<file path="src/rtl/mosquito_pkg.sv">
// Shared types and constants for the mosquito swarm: FSM states, coordinate width, LFSR seed/taps.
package mosquito_pkg;

  typedef enum logic {FLYING = 1'b0, RESPAWN_WAIT = 1'b1} mosq_state_t;

  localparam int          COORD_W      = 10;
  localparam int          SCREEN_H_DEF = 480;
  localparam logic [15:0] LFSR_SEED    = 16'hACE1;
  // Fibonacci taps 16,14,13,11 expressed as bit positions 15,13,12,10
  localparam logic [15:0] LFSR_TAPS    = 16'hB400;

  function automatic logic [15:0] lfsr_next(input logic [15:0] v);
    return {v[14:0], ^(v & LFSR_TAPS)};
  endfunction

  function automatic logic [15:0] rotl16(input logic [15:0] v, input int s);
    logic [31:0] t;
    t = {v, v};
    return t[(31 - s) -: 16];
  endfunction

endpackage

</file>
<file path="src/rtl/mosquito_unit.sv">
// One mosquito: FLYING/RESPAWN_WAIT FSM, zig-zag position, direction and respawn countdown.
module mosquito_unit
  import mosquito_pkg::*;
#(
  parameter int SPAWN_X       = 16,
  parameter bit DIR_INIT      = 1'b0,
  parameter int STEP_Y        = 2,
  parameter int STEP_X        = 1,
  parameter int X_MIN         = 16,
  parameter int X_MAX         = 608,
  parameter int SCREEN_H      = SCREEN_H_DEF,
  parameter int RESPAWN_TICKS = 64
) (
  input  logic               clk25,
  input  logic               reset_mosquito,
  input  logic               tick,
  input  logic               hit,
  input  logic [COORD_W-1:0] respawn_x,
  output logic [COORD_W-1:0] x,
  output logic [COORD_W-1:0] y,
  output logic               alive,
  output logic               escape,
  output logic               kill
);

  typedef logic [COORD_W:0] ext_t;

  mosq_state_t state;
  logic        dir;
  logic [7:0]  cnt;
  ext_t        y_step;
  ext_t        x_right;
  logic signed [COORD_W:0] x_left;

  assign y_step  = {1'b0, y} + ext_t'(STEP_Y);
  assign x_right = {1'b0, x} + ext_t'(STEP_X);
  assign x_left  = $signed({1'b0, x}) - $signed(ext_t'(STEP_X));
  assign kill    = hit && (state == FLYING);
  // A hit on the same cycle takes priority and suppresses the escape
  assign escape  = (state == FLYING) && tick && !hit && (y_step >= ext_t'(SCREEN_H));

  always_ff @(posedge clk25 or posedge reset_mosquito) begin
    if (reset_mosquito) begin
      state <= FLYING;
      alive <= 1'b1;
      x     <= COORD_W'(SPAWN_X);
      y     <= '0;
      dir   <= DIR_INIT;
      cnt   <= '0;
    end else begin
      case (state)
        FLYING: begin
          if (hit) begin
            state <= RESPAWN_WAIT;
            alive <= 1'b0;
            cnt   <= 8'(RESPAWN_TICKS);
          end else if (tick) begin
            if (escape) begin
              y     <= COORD_W'(SCREEN_H - 1);
              state <= RESPAWN_WAIT;
              alive <= 1'b0;
              cnt   <= 8'(RESPAWN_TICKS);
            end else begin
              y <= y_step[COORD_W-1:0];
            end
            if (!dir) begin
              if (x_right >= ext_t'(X_MAX)) begin
                x   <= COORD_W'(X_MAX);
                dir <= 1'b1;
              end else begin
                x <= x_right[COORD_W-1:0];
              end
            end else begin
              if (x_left <= $signed(ext_t'(X_MIN))) begin
                x   <= COORD_W'(X_MIN);
                dir <= 1'b0;
              end else begin
                x <= x_left[COORD_W-1:0];
              end
            end
          end
        end
        RESPAWN_WAIT: begin
          if (tick) begin
            if (cnt == 8'd1) begin
              state <= FLYING;
              alive <= 1'b1;
              y     <= '0;
              x     <= respawn_x;
            end else begin
              cnt <= cnt - 8'd1;
            end
          end
        end
      endcase
    end
  end

endmodule

</file>
<file path="src/rtl/mosquito_swarm_controller.sv">
// NUM_MOSQ-mosquito controller: motion prescaler, per-mosquito units, kill counter, escape pulse.
// Optional MOSQ_LFSR_SPAWN_EN: respawn x from a 16-bit LFSR instead of the fixed reset column.
module mosquito_swarm_controller
  import mosquito_pkg::*;
#(
  parameter int NUM_MOSQ      = 4,
  parameter int TICK_DIV      = 32768,
  parameter int STEP_Y        = 2,
  parameter int STEP_X        = 1,
  parameter int X_MIN         = 16,
  parameter int X_MAX         = 608,
  parameter int SCREEN_H      = SCREEN_H_DEF,
  parameter int RESPAWN_TICKS = 64
) (
  input  logic                          clk25,
  input  logic                          reset_mosquito,
  input  logic                          run,
  input  logic [NUM_MOSQ-1:0]           hit_mask,
  output logic [COORD_W*NUM_MOSQ-1:0]   mosq_x,
  output logic [COORD_W*NUM_MOSQ-1:0]   mosq_y,
  output logic [NUM_MOSQ-1:0]           mosq_alive,
  output logic                          escape_pulse,
  output logic [7:0]                    kill_count
);

  localparam int PRE_W   = (TICK_DIV > 2) ? $clog2(TICK_DIV) : 1;
  localparam int SPACING = (X_MAX - X_MIN) / NUM_MOSQ;

  logic [PRE_W-1:0]    pre;
  logic                tick;
  logic [NUM_MOSQ-1:0] escapes;
  logic [NUM_MOSQ-1:0] kills;
  logic [3:0]          n_kill;
  logic [8:0]          kill_sum;

  assign tick = run && (pre == PRE_W'(TICK_DIV - 1));

  always_ff @(posedge clk25 or posedge reset_mosquito) begin
    if (reset_mosquito) pre <= '0;
    else if (run)       pre <= tick ? '0 : pre + 1'b1;
  end

`ifdef MOSQ_LFSR_SPAWN_EN
  logic [15:0] lfsr;

  always_ff @(posedge clk25 or posedge reset_mosquito) begin
    if (reset_mosquito) lfsr <= LFSR_SEED;
    else if (tick)      lfsr <= lfsr_next(lfsr);
  end
`endif

  for (genvar g = 0; g < NUM_MOSQ; g++) begin : g_mosq
    logic [COORD_W-1:0] respawn_x;
`ifdef MOSQ_LFSR_SPAWN_EN
    // Rotation keeps simultaneous respawns from landing on the same column
    assign respawn_x = COORD_W'(X_MIN) + COORD_W'(rotl16(lfsr, (3 * g) % 16) & 16'h01FF);
`else
    assign respawn_x = COORD_W'(X_MIN + g * SPACING);
`endif

    mosquito_unit #(
      .SPAWN_X       (X_MIN + g * SPACING),
      .DIR_INIT      (g % 2 == 1),
      .STEP_Y        (STEP_Y),
      .STEP_X        (STEP_X),
      .X_MIN         (X_MIN),
      .X_MAX         (X_MAX),
      .SCREEN_H      (SCREEN_H),
      .RESPAWN_TICKS (RESPAWN_TICKS)
    ) u_unit (
      .clk25          (clk25),
      .reset_mosquito (reset_mosquito),
      .tick           (tick),
      .hit            (hit_mask[g]),
      .respawn_x      (respawn_x),
      .x              (mosq_x[COORD_W*g +: COORD_W]),
      .y              (mosq_y[COORD_W*g +: COORD_W]),
      .alive          (mosq_alive[g]),
      .escape         (escapes[g]),
      .kill           (kills[g])
    );
  end

  always_comb begin
    n_kill = '0;
    for (int i = 0; i < NUM_MOSQ; i++) n_kill = n_kill + 4'(kills[i]);
    kill_sum = 9'(kill_count) + 9'(n_kill);
  end

  always_ff @(posedge clk25 or posedge reset_mosquito) begin
    if (reset_mosquito) begin
      escape_pulse <= 1'b0;
      kill_count   <= '0;
    end else begin
      escape_pulse <= |escapes;
      kill_count   <= (kill_sum > 9'd255) ? 8'd255 : kill_sum[7:0];
    end
  end

endmodule
</file>
<file path="config.mk">
export PLATFORM = sky130hd
export DESIGN_NAME = mosquito_swarm_controller
export DESIGN_NICKNAME = d
export VERILOG_FILES = /design/src/rtl/mosquito_pkg.sv /design/src/rtl/mosquito_unit.sv /design/src/rtl/mosquito_swarm_controller.sv
export SDC_FILE = /design/constraint.sdc
export NUM_CORES = 1
export LEC_CHECK = 0
export CELL_PAD_IN_SITES_DETAIL_PLACEMENT = 0
export CELL_PAD_IN_SITES_GLOBAL_PLACEMENT = 2
export CORE_MARGIN = 2
export CORE_UTILIZATION = 39
export DETAILED_ROUTE_END_ITERATION = 8
export DONT_BUFFER_PORTS = 1
export GPL_TIMING_DRIVEN = 0
export PLACE_DENSITY = 0.84
export RECOVER_POWER = 100
export SLEW_MARGIN = 40
export SYNTH_ARGS = -nofsm -noshare
export SYNTH_HDL_FRONTEND = slang
export SYNTH_SLANG_ARGS = --single-unit
</file>
<file path="constraint.sdc">
create_clock -name clk25 -period 5.6 [get_ports clk25]
set_input_delay 0.28 -clock clk25 [delete_from_list [all_inputs] [get_ports clk25]]
set_output_delay 0.28 -clock clk25 [all_outputs]
set_load 0.02 [all_outputs]
</file>
# ---- After elaboration in Yosys (flattened, before gate mapping)
# Index checks and enable logic that the tools add are counted.
dict set report totals {
  regBits 148
  latch_bits 0
  ramBits 0
  mem_bits_ro 0
  input_bits 7
  output_inout_bits 93
  word_cells 282
  mem_count 0
}
dict set report classes {
  addsub 21
  n_mul 0
  div_mod_pow 0
  magnitude_cmp 13
  n_eq_ne 33
  shifts 0
  mux 142
  bitwise 8
  reduce_logical 38
}
# operator count
set op_table {}
lappend op_table {{10-bit two-way mux} 48}
lappend op_table {{8-bit two-way mux} 21}
lappend op_table {{10-bit case mux with 2 select lines} 8}
lappend op_table {{8-bit case mux with 2 select lines} 4}
lappend op_table {{1-bit two-way mux} 52}
lappend op_table {{4-bit AND reduction} 12}
lappend op_table {{10-bit by 1-bit adder with 11-bit output, second input constant} 4}
lappend op_table {{10-bit by 2-bit adder with 11-bit output, second input constant} 4}
lappend op_table {{11-bit by 10-bit greater-or-equal comparator with 1-bit output, second input constant} 4}
lappend op_table {{11-bit by 9-bit greater-or-equal comparator with 1-bit output, second input constant} 4}
lappend op_table {{11-bit by 6-bit <= comparator with 1-bit output, second input constant} 4}
lappend op_table {{10-bit by 1-bit subtractor with 11-bit output, second input constant} 4}
lappend op_table {{2-bit inequality test, second input constant} 18}
lappend op_table {{8-bit by 1-bit == test with 1-bit output, second input constant} 4}
lappend op_table {{8-bit by 1-bit subtractor with 8-bit output, second input constant} 4}
lappend op_table {{1-bit logical AND} 17}
lappend op_table {{1-bit case mux with 2 select lines} 8}
lappend op_table {{15-bit by 1-bit adder with 15-bit output, second input constant} 1}
lappend op_table {{15-bit == test, second input constant} 1}
lappend op_table {{15-bit two-way mux} 1}
lappend op_table {{3-bit by 2-bit inequality test with 1-bit output, second input constant} 5}
lappend op_table {{3-bit AND reduction} 4}
lappend op_table {{8-bit by 4-bit adder with 9-bit output} 1}
lappend op_table {{9-bit by 8-bit > comparator with 1-bit output, second input constant} 1}
lappend op_table {{other kinds (8)} 21}

# ---- Longest topological paths before layout
dict set report logic_depth {
  word_depth 9
  mapped_depth 11
  depth_no_buf 9
}

# ---- Cells and area by module
# From an unflattened synthesis, not the netlist that was laid out.
dict set report hier_totals {
  cells_unflattened 1251
  area_unflattened_um2 11013.1
}
# mod instances cells_each area_each_um2 seq_area_each_um2
set by_module_without_submodules {}
lappend by_module_without_submodules {{mosquito_unit (g_mosq[2].u_unit)} 1 286 2467.4 782.0}
lappend by_module_without_submodules {{mosquito_unit (g_mosq[0].u_unit)} 1 286 2463.6 778.2}
lappend by_module_without_submodules {{mosquito_unit (g_mosq[1].u_unit)} 1 288 2433.6 782.0}
lappend by_module_without_submodules {{mosquito_unit (g_mosq[3].u_unit)} 1 281 2418.6 784.5}
lappend by_module_without_submodules {mosquito_swarm_controller 1 110 1229.9 600.6}

# ---- Least setup slack after synthesis
# Ideal clock, no wire load.
dict set report synth_timing {
  kind {register to register}
  start {register g_mosq[0].u_unit.x[0]}
  end {register g_mosq[0].u_unit.x[3]}
  setup_ps 136
  arrival_time_ps 2748
  required_time_ps 5464
  setup_slack_ps 2716
  path_stages_with_launch 10
  n_path_buf 1
  synth_period_minus_slack_ps 2884
  path_cell_list {dfrtp_1 clkbuf_1 inv_1 ha_1 nor4b_1 nand2_1 o41ai_1 nor3_2 a221oi_1 a21oi_1}
}
dict set report synth_between {
  elab_chain_cells 7
  elab_cells_between_ends 10
  cone_classes {add/sub: 2; order compare: 2; mux: 6}
}
# item line
set synth_rtl {}
lappend synth_rtl {{start, declared} mosquito_unit.sv:19} ;# output logic [COORD_W-1:0] x,
lappend synth_rtl {{start signal, assigned} mosquito_unit.sv:46} ;# x <= COORD_W'(SPAWN_X);
lappend synth_rtl {{start signal, assigned} mosquito_unit.sv:68} ;# x <= COORD_W'(X_MAX);
lappend synth_rtl {{start signal, assigned} mosquito_unit.sv:71} ;# x <= x_right[COORD_W-1:0];
lappend synth_rtl {{10-bit by 1-bit adder with 11-bit output or 10-bit by 1-bit subtractor with 11-bit output (tied branches)} {mosquito_unit.sv:36, mosquito_unit.sv:37}}
lappend synth_rtl {{11-bit by 10-bit greater-or-equal comparator with 1-bit output or 11-bit by 6-bit <= comparator with 1-bit output (tied branches)} {mosquito_unit.sv:67, mosquito_unit.sv:74}}
lappend synth_rtl {{10-bit two-way mux, on equally long branches} {mosquito_unit.sv:67, mosquito_unit.sv:74}}
lappend synth_rtl {{10-bit two-way mux *} mosquito_unit.sv:66} ;# if (!dir) begin
lappend synth_rtl {{10-bit two-way mux *} mosquito_unit.sv:57} ;# end else if (tick) begin
lappend synth_rtl {{10-bit two-way mux *} mosquito_unit.sv:53} ;# if (hit) begin
lappend synth_rtl {{10-bit case mux with 2 select lines *} mosquito_unit.sv:51} ;# case (state)
# Every way passes the cells marked *; elsewhere a longest branch is shown, timed or not. The select of a mux whose other input is x is not followed.
# A chain may end at the register's enable or synchronous reset.

# ---- Worst setup path in the final report
dict set report layout_timing {
  start {register pre[0]}
  end {register g_mosq[0].u_unit.x[7]}
}
dict set report layout_between {
  elab_chain_cells 4
  elab_cells_between_ends 5
  cone_classes {eq/ne: 3; reduce/logical: 2}
}
# item line
set layout_rtl {}
lappend layout_rtl {{start, declared} mosquito_swarm_controller.sv:29} ;# logic [PRE_W-1:0] pre;
lappend layout_rtl {{start signal, assigned} mosquito_swarm_controller.sv:40} ;# else if (run) pre <= tick ? '0 : pre + 1'b1;
lappend layout_rtl {{15-bit == test *} mosquito_swarm_controller.sv:36} ;# assign tick = run && (pre == PRE_W'(TICK_DIV - 1));
lappend layout_rtl {{1-bit logical AND *} mosquito_swarm_controller.sv:36}
lappend layout_rtl {{2-bit by 1-bit inequality test with 1-bit output (no source line)} --}
lappend layout_rtl {{4-bit AND reduction (no source line) *} --}
lappend layout_rtl {{end signal, assigned} mosquito_unit.sv:75} ;# x <= COORD_W'(X_MIN);
lappend layout_rtl {{end signal, assigned} mosquito_unit.sv:78} ;# x <= x_left[COORD_W-1:0];
lappend layout_rtl {{end signal, assigned} mosquito_unit.sv:89} ;# x <= respawn_x;
# Every way passes the cells marked *; elsewhere a longest branch is shown, timed or not.

==> flow_summary.ini <==
[route]
route.antenna.remaining_nets = 0
first_pass_iters = 7
viasPerCell = 5.88
drtIter0Drc = 744
wirelength_mm = 30.6
drc_errors = 1
wire_per_inst_um = 18.7
num_vias = 9630

[worst_setup_path]
crit_chain = ha_1 -> nand4_1 -> nor4_1 -> and2_0 -> clkbuf_1 -> nand2_1 -> nor3_1 -> a221oi_1 -> a31oi_1
rrSetupSlack_ps = 1590
endpoint_kind = flop
timing.rr.start = pre[0]
worst-path-buf-inv = 1
cp.arrival_ps = 4350
crit-reg2reg-capture = g_mosq[0].u_unit.x[7]
ff2ff_path_depth = 9
cpPeakStageDelay_ps = 1020
slowest_stage = nor3_1
worstPathRequired_ps = 5950
crit_family = simple AND/OR/NAND/NOR gates
crit_type = reg2reg
crit_fanout = 8
start_kind = flop

[pwr]
power_density_nw_per_um2 = 234
power_mw = 2.66
ir_worst_vdd_uv = 175
leakagePower_nw = 4.56

[run_status]
status = finished, violations left
violations = design-rule violations, max-capacitance violations, max-slew violations

[clock_tree]
cts_sinks = 148
ctsResizeCount = 0
hold_buffers = 2
clk_pin_slew_ps = 70
htree_num_levels = 4
cts_tree = built
clkLatencyLatePin_ps = 430
cts_buffer_depth = 2
cts-root-buf = clkbuf_16
cts_inserted_buffers = 17
post-cts-setup-buffer-count = 0

[floorplan]
core_region_area_um2 = 26100
pin_count = 100
chipHeight_um = 167
die_x_um = 167
initial_core_util = 0.399
dieArea_um2 = 28000
rows = 59

[sta]
fmax_mhz = 250
fin_crit_sh = 0.715
layout_setup_ws_ps = 1590
worst_pin_slew_ps = 1820
rsz0062_at_grt = no
whs_ps = 18.1
slew-limit-headroom = -0.211
fin_worst_skew_ps = 15.6
setup_viol = 0
hold_viol_final = 0
finalMaxSlewViolations = 102
period_needed_ps = 4010

[logic_synthesis]
synth_top_area_frac = 0.310
yosysUniqueCellTypes = 94
ys_seq_area_frac = 0.358
synth_ff_type = dfrtp_1
syn_area_um2 = 10400
ys_warn_count = 0
synth_top_cell_by_area = dfrtp_1
avgSynthCellArea_um2 = 8.22
synth-edff-count = 0
netlist_top_cells_area = dfrtp_1 (31%), nand2_1 (5.3%), dfstp_2 (4.8%)
syn_inst = 1268
synth_nets = 1304
ys_ff_latch = 148
async_reset_ff_frac = 1.00

[job]
drv_cap = 2

[layout]
drive_above_1_share = 0.0713
fillers = 2698
fin_nets = 1327
final_util = 0.436
antenna_cells = 0
area_growth_syn_to_layout_pct = 9.23
final_cell_mix = nand2_1 (147), nor2_1 (130), dfrtp_1 (129)
layout_commonest_cell = nand2_1

[min_path]
hold_class = in2reg
worstHoldStart = run
hold_depth = 2
min_to = pre[2]

[placed_design]
dp_hpwl_mm = 22.3
gp_congestion = 0.879
port_buffers = 0
place_ws_ps = 2320

[global_route]
grt_max_degree = 71
grt_pass1_wl_mm = 50.4
grtUsageTotal = 0.221
grt_pass1_vias = 9168
antenna_found_initial = 0
grt-ovfl-total = 0
-- cell usage after synthesis (6+ instances only) --
cell type,count
or4_1,7
nand2b_1,16
o211ai_1,9
a31o_2,9
nand2_1,146
dfstp_2,19
nor2_1,129
or2_2,11
a311oi_1,7
buf_2,7
inv_1,50
and3_1,22
buf_4,6
or3_1,23
nor2b_1,9
xor2_1,17
nor3_1,44
and2_1,9
and4_1,12
o21ai_0,76
nand4_1,25
dfrtp_1,129
nand3b_1,9
a31oi_1,15
xnor2_1,35
o21a_1,14
ha_1,26
a21oi_1,83
nand3_1,62
nor4_1,15
a211oi_1,17
a21o_1,8
o21ai_1,6
clkbuf_1,47
mux2i_1,8
o31ai_1,15
-- sequential cells by signal (all words and copies together), names as in the netlist --
signal,flops
g_mosq.u_unit.cnt,32
pre,15
g_mosq.u_unit.alive,4
escape_pulse,1
g_mosq.u_unit.x,40
kill_count,8
g_mosq.u_unit.y,40
g_mosq.u_unit.dir,4
g_mosq.u_unit.state,4
-- through the flow --
step                setup TNS, ps  cells  area (µm²)
floorplan                       0   1268       10400
global placement           -89080   1603       10800
detailed placement              0   1605       10900
CTS                             0   1639       11500
global route                    0   1639       11400
finish                          0   1639       11400
-- where the power goes --
group	total (mW)	internal (mW)	leakage [nW]	switching, mW
Combinational	0.232	0.108	2.41	0.125
Clock	1.17	0.680	0.278	0.492
Sequential	1.26	1.15	1.88	0.110
-- cell type report --
type	count	area (µm²)	area share
Tap cell	335	419	0.0368
Clock buffer	20	457	0.0401
Buffer	66	270	0.0237
Sequential cell	148	3730	0.328
Multi-Input combinational cell	1004	6130	0.539
Clock inverter	12	131	0.0115
Inverter	50	189	0.0166
Timing Repair Buffer	4	52.6	0.00462
-- worst reg2reg max path, stage by stage (launching register included) --
cell and delay [ps]:
dfrtp_1 410, ha_1 180, nand4_1 250, nor4_1 610, and2_0 200, clkbuf_1 470
nand2_1 330, nor3_1 1020, a221oi_1 230, a31oi_1 220
-- per-layer routing --
layer | track usage | vias to the layer above | routed length (µm) | part of all wire
met5 | 0 | - | 0 | 0
met4 | 0.0442 | 0 | 284 | 0.0093
met3 | 0.0435 | 21 | 1560 | 0.051
met2 | 0.359 | 236 | 14200 | 0.46
met1 | 0.307 | 4672 | 14600 | 0.48
li1 | - | 4701 | - | -
-- cells by family after synthesis --
kind of cell	Yosys count	synth area share
mux	12	0.0120
fa+ha+maj	29	0.0370
flops	148	0.358
compound gates	337	0.219
simple gates	574	0.285
xor+xnor	52	0.0437
buf+inv	116	0.0455
-- worst max path at each step --
stage | from | endpoint | slack (ps) | cells past startpoint
after floorplan | reset_mosquito | escape_pulse | 1370 | 1
after detailed placement | g_mosq[0].u_unit.x[0] | g_mosq[0].u_unit.x[7] | 2320 | 10
after CTS | g_mosq[0].u_unit.x[0] | g_mosq[0].u_unit.x[3] | 2290 | 10
final | pre[0] | g_mosq[0].u_unit.x[7] | 1590 | 9
after global placement | reset_mosquito | g_mosq[0].u_unit.x[2] | -710 | 1
after global routing | pre[0] | g_mosq[0].u_unit.x[4] | 1280 | 9
Note: power is estimated with default switching activity, not from simulation.
